## config.mk

```make
export PLATFORM = sky130hd
export DESIGN_NAME = video_timing_ctrl
export DESIGN_NICKNAME = d
export VERILOG_FILES = /design/src/rtl/video_timing_ctrl_pkg.sv /design/src/rtl/video_timing_ctrl_axis.sv /design/src/rtl/video_timing_ctrl.sv
export SDC_FILE = /design/constraint.sdc
export NUM_CORES = 1
export LEC_CHECK = 0
export ABC_CLOCK_PERIOD_IN_PS = 10200
export BUFFER_PORTS_ARGS = -buffer_cell sky130_fd_sc_hd__clkbuf_2
export CAP_MARGIN = 10
export CORE_ASPECT_RATIO = 0.6
export CORE_MARGIN = 2
export CORE_UTILIZATION = 45
export CTS_CLUSTER_SIZE = 14
export DETAILED_ROUTE_END_ITERATION = 12
export GPL_TIMING_DRIVEN = 0
export PLACE_DENSITY_LB_ADDON = 0.2
export SYNTH_ARGS = -nofsm -noshare
export SYNTH_HDL_FRONTEND = slang
export SYNTH_SLANG_ARGS = --single-unit
```

## constraint.sdc

```tcl
create_clock -name pixclk -period 10.2 [get_ports pixclk]
set_input_delay 2.04 -clock pixclk [delete_from_list [all_inputs] [get_ports pixclk]]
set_output_delay 2.04 -clock pixclk [all_outputs]
set_load 0.01 [all_outputs]
```

## src/rtl/video_timing_ctrl_pkg.sv

```systemverilog
// Shared definitions for the programmable raster scheduler: FSM states,
// timing register addresses and the 640x480@60 power-on timing.
package video_timing_ctrl_pkg;

   typedef enum logic [0:0] {
      ST_IDLE = 1'b0,
      ST_RUN  = 1'b1
   } vtc_state_t;

   localparam logic [2:0] VTC_H_ACTIVE = 3'd0;
   localparam logic [2:0] VTC_H_FP     = 3'd1;
   localparam logic [2:0] VTC_H_SYNC   = 3'd2;
   localparam logic [2:0] VTC_H_BP     = 3'd3;
   localparam logic [2:0] VTC_V_ACTIVE = 3'd4;
   localparam logic [2:0] VTC_V_FP     = 3'd5;
   localparam logic [2:0] VTC_V_SYNC   = 3'd6;
   localparam logic [2:0] VTC_V_BP     = 3'd7;

   localparam int unsigned DEF_H_ACTIVE = 32'd640;
   localparam int unsigned DEF_H_FP     = 32'd16;
   localparam int unsigned DEF_H_SYNC   = 32'd96;
   localparam int unsigned DEF_H_BP     = 32'd48;
   localparam int unsigned DEF_V_ACTIVE = 32'd480;
   localparam int unsigned DEF_V_FP     = 32'd10;
   localparam int unsigned DEF_V_SYNC   = 32'd2;
   localparam int unsigned DEF_V_BP     = 32'd33;

   function automatic int unsigned vtc_default(input logic [2:0] addr);
      case (addr)
         VTC_H_ACTIVE: vtc_default = DEF_H_ACTIVE;
         VTC_H_FP:     vtc_default = DEF_H_FP;
         VTC_H_SYNC:   vtc_default = DEF_H_SYNC;
         VTC_H_BP:     vtc_default = DEF_H_BP;
         VTC_V_ACTIVE: vtc_default = DEF_V_ACTIVE;
         VTC_V_FP:     vtc_default = DEF_V_FP;
         VTC_V_SYNC:   vtc_default = DEF_V_SYNC;
         VTC_V_BP:     vtc_default = DEF_V_BP;
         default:      vtc_default = 32'd0;
      endcase
   endfunction

endpackage

```

## src/rtl/video_timing_ctrl_axis.sv

```systemverilog
// One raster axis: position counter with wrap at total-1 (a zero total behaves
// as one) plus active-window and sync-window compares on the current position.
module video_timing_ctrl_axis #(
   parameter int CW = 10
) (
   input  logic          pixclk,
   input  logic          reset,
   input  logic          clear,
   input  logic          advance,
   input  logic [CW-1:0] active,
   input  logic [CW-1:0] fp,
   input  logic [CW-1:0] sync,
   input  logic [CW-1:0] bp,
   output logic [CW-1:0] pos,
   output logic          wrap,
   output logic          in_active,
   output logic          in_sync
);

   logic [CW-1:0] total_s;
   logic [CW-1:0] last_s;
   logic [CW-1:0] sync_lo_s;
   logic [CW-1:0] sync_hi_s;
   logic [CW-1:0] pos_r;

   // Window boundaries in wrapping CW-bit arithmetic
   always_comb begin
      total_s   = active + fp + sync + bp;
      sync_lo_s = active + fp;
      sync_hi_s = sync_lo_s + sync;
      if (total_s == {CW{1'b0}}) begin
         last_s = {CW{1'b0}};
      end else begin
         last_s = total_s - CW'(1'b1);
      end
   end

   // Position decode; ">=" keeps the counter bounded even if it ever overshoots
   always_comb begin
      wrap      = (pos_r >= last_s);
      in_active = (pos_r < active);
      in_sync   = (pos_r >= sync_lo_s) && (pos_r < sync_hi_s);
   end

   // Position counter
   always_ff @(posedge pixclk or posedge reset) begin
      if (reset) begin
         pos_r <= {CW{1'b0}};
      end else if (clear) begin
         pos_r <= {CW{1'b0}};
      end else if (advance) begin
         pos_r <= wrap ? {CW{1'b0}} : pos_r + CW'(1'b1);
      end else begin
         pos_r <= pos_r;
      end
   end

   assign pos = pos_r;

endmodule

```

## src/rtl/video_timing_ctrl.sv

```systemverilog
// Programmable raster scheduler: sequences frames, pulls pixels over valid/ready
// and drives registered RGB/DE/syncs to the TMDS encoders.
module video_timing_ctrl
   import video_timing_ctrl_pkg::*;
#(
   parameter int          CW        = 10,
   parameter logic        HSYNC_POL = 1'b1,
   parameter logic        VSYNC_POL = 1'b1,
   parameter logic [23:0] FILL_RGB  = 24'h000000
) (
   input  logic          pixclk,
   input  logic          reset,
   input  logic          enable,
   input  logic          cfg_we,
   input  logic [2:0]    cfg_addr,
   input  logic [CW-1:0] cfg_wdata,
   input  logic          pix_valid,
   input  logic [23:0]   pix_data,
   output logic          pix_ready,
   output logic [7:0]    red,
   output logic [7:0]    green,
   output logic [7:0]    blue,
   output logic          de,
   output logic          hsync,
   output logic          vsync,
   output logic          frame_start,
   output logic          underflow,
   input  logic          underflow_clr,
   output logic          busy
);

   vtc_state_t    state_r;
   vtc_state_t    state_nxt_s;
   logic [CW-1:0] shadow_r [8];
   logic [CW-1:0] work_r   [8];
   logic [CW-1:0] cx_s;
   logic [CW-1:0] cy_s;
   logic          h_wrap_s, v_wrap_s;
   logic          h_act_s, v_act_s;
   logic          h_sync_s, v_sync_s;
   logic          run_s, act_s, frame_end_s, load_s, v_adv_s;

   always_comb begin
      run_s       = (state_r == ST_RUN);
      act_s       = run_s & h_act_s & v_act_s;
      frame_end_s = run_s & h_wrap_s & v_wrap_s;
      load_s      = ~run_s | frame_end_s;
      v_adv_s     = run_s & h_wrap_s;
   end

   assign pix_ready = act_s;

   video_timing_ctrl_axis #(.CW(CW)) u_h_axis (
      .pixclk    (pixclk),
      .reset     (reset),
      .clear     (~run_s),
      .advance   (run_s),
      .active    (work_r[VTC_H_ACTIVE]),
      .fp        (work_r[VTC_H_FP]),
      .sync      (work_r[VTC_H_SYNC]),
      .bp        (work_r[VTC_H_BP]),
      .pos       (cx_s),
      .wrap      (h_wrap_s),
      .in_active (h_act_s),
      .in_sync   (h_sync_s)
   );

   video_timing_ctrl_axis #(.CW(CW)) u_v_axis (
      .pixclk    (pixclk),
      .reset     (reset),
      .clear     (~run_s),
      .advance   (v_adv_s),
      .active    (work_r[VTC_V_ACTIVE]),
      .fp        (work_r[VTC_V_FP]),
      .sync      (work_r[VTC_V_SYNC]),
      .bp        (work_r[VTC_V_BP]),
      .pos       (cy_s),
      .wrap      (v_wrap_s),
      .in_active (v_act_s),
      .in_sync   (v_sync_s)
   );

   // Next-state: frames are never truncated, stop only at frame end
   always_comb begin
      state_nxt_s = state_r;
      case (state_r)
         ST_IDLE: begin
            if (enable) begin
               state_nxt_s = ST_RUN;
            end else begin
               state_nxt_s = ST_IDLE;
            end
         end
         ST_RUN: begin
            if (frame_end_s && !enable) begin
               state_nxt_s = ST_IDLE;
            end else begin
               state_nxt_s = ST_RUN;
            end
         end
         default: state_nxt_s = ST_IDLE;
      endcase
   end

   // State register and busy flag
   always_ff @(posedge pixclk or posedge reset) begin
      if (reset) begin
         state_r <= ST_IDLE;
         busy    <= 1'b0;
      end else begin
         state_r <= state_nxt_s;
         busy    <= (state_nxt_s == ST_RUN);
      end
   end

   // Shadow takes writes; working copies the pre-write shadow at frame end or in IDLE
   always_ff @(posedge pixclk or posedge reset) begin
      if (reset) begin
         for (int i = 0; i < 8; i++) begin
            shadow_r[i] <= CW'(vtc_default(3'(i)));
            work_r[i]   <= CW'(vtc_default(3'(i)));
         end
      end else begin
         if (cfg_we) begin
            shadow_r[cfg_addr] <= cfg_wdata;
         end
         if (load_s) begin
            for (int i = 0; i < 8; i++) begin
               work_r[i] <= shadow_r[i];
            end
         end
      end
   end

   // Output stage, one cycle behind the counters; an underflow set beats a clear
   always_ff @(posedge pixclk or posedge reset) begin
      if (reset) begin
         {red, green, blue} <= 24'h000000;
         de          <= 1'b0;
         hsync       <= ~HSYNC_POL;
         vsync       <= ~VSYNC_POL;
         frame_start <= 1'b0;
         underflow   <= 1'b0;
      end else begin
         {red, green, blue} <= act_s ? (pix_valid ? pix_data : FILL_RGB) : 24'h000000;
         de          <= act_s;
         hsync       <= (run_s & h_sync_s) ? HSYNC_POL : ~HSYNC_POL;
         vsync       <= (run_s & v_sync_s) ? VSYNC_POL : ~VSYNC_POL;
         frame_start <= run_s & (cx_s == {CW{1'b0}}) & (cy_s == {CW{1'b0}});
         underflow   <= (act_s & ~pix_valid) ? 1'b1 : (underflow_clr ? 1'b0 : underflow);
      end
   end

endmodule

```

==> results.toml <==
[clock_tree]
ctsHoldBuffers = 0
cts.clk_slew.worst_paths_ns = 0.06
clk_path_buf_depth = 3
cts_htree_levels = 1
cts_num_sinks = 210
cts-buffers-inserted = 22
postCtsSetupBuffers = 0
cts_tree = "yes"
clock_tree.root_cell = "clkbuf_16"
cts_resized = 0
clock_latency_ns = 0.53

[finish]
nets = 1393
nFillCells = 2478
design_area_mm2 = 0.01421
area_delta_synth_final_pct = 13.16
fin_util_pct = 51.65
multi_input_area_mm2 = 0.006862
ff_latch_area_mm2 = 0.005295
finalNonFillerCells = 1588
layout-drive-gt1-share_pct = 25.82

[sta]
finClkSkew_ns = 0.01827
worst_slack_ns = 1.714
drv_slew = 0
rsz0062_at_grt = "false"
hold_viol = 0
fmax_mhz = 117.8
setup_violations = 0
maxSlewHeadroom_pct = 17.27
post-route-min-period_ns = 8.486
period_share_pct = 83.20
tightest_slew_ns = 1.233

[detailed_routing]
post_drt_wl_per_cell_um = 19.09
drt_pass1_iterations = 7
first_iter_violations = 584
drc = 0
viasPerCell = 5.426
dr_total_vias = 8617
routed_wirelength_um = 30310
ant_nets = 0

[global_routing]
grt_overflow_total = 0
grt.total_usage_pct = 21.11
grt_pass1_wl_um = 47370
grt_pass1_vias = 8140
grt_max_degree = 119
antenna_found_initial = 1

[synth]
yosysMostFrequentCell = "dfrtp_1"
synth_edf_count = 0
yosysTopAreaCell = "dfrtp_1"
synthSimpleGateAreaFrac_pct = 9.174
ys_seq_area_share_pct = 42.16
yosys.area_share.xor_xnor_pct = 5.389
synth_compound_area_share_pct = 10.78
ys_types = 63
ys_warn_count = 0
synth-seq-cells = 210
async_flop_share_pct = 100.0
synthTopCellsByArea = "dfrtp_1 35%, ha_1 14%, mux2_2 13%"
synthTopCellsByCount = "178 x dfrtp_1, 148 x mux2_2, 138 x ha_1, 80 x inv_1, 45 x a21oi_1"
synth_mux_area_share_pct = 14.50
ys.flop_type = "dfrtp_1"
synth_top_family_by_area = "adder cells"
syn_area_mm2 = 0.01256
synth_top_area_share_pct = 35.46
synth_fa_ha_area_share_pct = 14.70
avgSynthCellArea_um2 = 11.33
synthCells = 1109
syn_nets = 1296

[setup_path]
crit_family = "compound AO/OA/AOI/OAI gates"
path_max_fanout = 10
worstSetupStartpoint = "work_r[70]"
crit_cells = 33
r2r_setup_slack_ns = 1.71
cp-endpoint = "work_r[32]"
slowest_stage = "a211oi_1"
crit_required_ns = 10.61
timing.rr.end = "work_r[32]"
crit_type = "register to register"
start_kind = "register"
timing.rr.start = "work_r[70]"
endpoint_kind = "register"
crit_buf_inv = 5
cpMostUsedCell = "a21o_1"
critPathMaxStageDelay_ns = 0.98
worstPathArrival_ns = 8.90
reg2reg_depth = 33

[placed_design]
dp_hpwl_um = 22610
io_buffers = 71
place_ws_ns = 1.761
place.gp.congestion = 0.8125
place_inst = 1549
placed_cell_area_mm2 = 0.01343

[floorplanning]
rows = 47
start_util_pct = 45.64
die-height_um = 133.4
core_area_mm2 = 0.02752
io_pins = 74
die_x_um = 219.7
die-area_mm2 = 0.02931

[outcome]
status = "finished, final reports clean"

[run]
cap_violations = 0

[min_path]
hold_class = "register to register"
[placed cells by master, fill, tap and decap left out, drive strengths merged, types with 5 or more instances in the layout]
cell type and n:
xnor2 43, inv 80, o211ai 9, a21oi 45, o21bai 15, a31oi 6
xor2 28, o21a 13, a21o 37, nor4 6, a211oi 14, nor4b 6
and3 26, fa 6, buf 14, mux2 160, nand4 5, o21ai 45
ha 138, nand3 24, nand2 32, nor3 17, dfrtp 178, nor2b 11
dfstp 32, nand2b 18, clkbuf 114, or3 9, nor2 33, nor3b 7
[sequential cells by signal, summed over array words and instances, names as in the netlist]
signal / count
work_r: 80
red: 8
underflow: 1
u_h_axis.pos: 10
run_s: 1
hsync: 1
frame_start: 1
green: 8
de: 1
shadow_r: 80
u_v_axis.pos: 10
vsync: 1
blue: 8
[kinds of logic (layout without fill, tap and decap cells)]
group | count (synthesis) | in the layout
compound gates | 206 | 206
simple gates | 207 | 207
fa+ha+maj | 144 | 144
buf+inv | 107 | 218
flops | 210 | 210
mux | 162 | 162
other cells | 0 | 1
xor+xnor | 73 | 73
[through the flow]
step,setup TNS (ns),hold WS (ns)
2_1_floorplan,0,0.4522
3_3_place_gp,-2.130,0.4637
3_5_place_dp,0,0.4693
4_1_cts,0,0.4827
5_1_grt,0,0.4958
6_report,0,0.4798
[metal layers]
| layer | wire, µm | vias up | global-route usage (%) |
|---|---|---|---|
| met2 | 10960 | 204 | 27.23 |
| li1 | - | 4172 | - |
| met3 | 1878 | 34 | 3.995 |
| met1 | 17060 | 4207 | 35.78 |
| met5 | 0 | - | 0 |
| met4 | 412 | 0 | 3.542 |
[final cells by class]
class,count,share of cell area (%)
multi-input combinational,792,48.27
sequential,210,37.25
clock buffer,28,4.393
tap,367,3.231
timing repair buffer,73,2.773
inverter,80,2.165
clock inverter,10,1.092
buffer,27,0.8011
antenna,1,0.01761
[worst register-to-register path: cells and delay by family (launching register included)]
kind | cells | cell delay (ns)
buffers and inverters | 5 | 1.25
adders and majority gates | 4 | 1.13
xor gates and xnor gates | 3 | 0.88
muxes | 1 | 0.38
AOI/OAI and AO/OA | 14 | 3.23
DFF | 1 | 0.38
and+or+nand+nor | 6 | 1.12
[worst min path at each step]
stage	depth (start not counted)	endpoint	start	slack, ns
finish	1	work_r[63]	shadow_r[63]	0.48
global route	1	work_r[61]	shadow_r[61]	0.50
CTS	1	work_r[63]	shadow_r[63]	0.48
detailed placement	1	work_r[63]	shadow_r[63]	0.47
global placement	1	work_r[48]	shadow_r[48]	0.46
floorplan	1	work_r[46]	shadow_r[46]	0.45
Power is left out: the tool's default activity adds up to more than one toggle a clock period on the data nets, which glitch-free logic cannot reach.
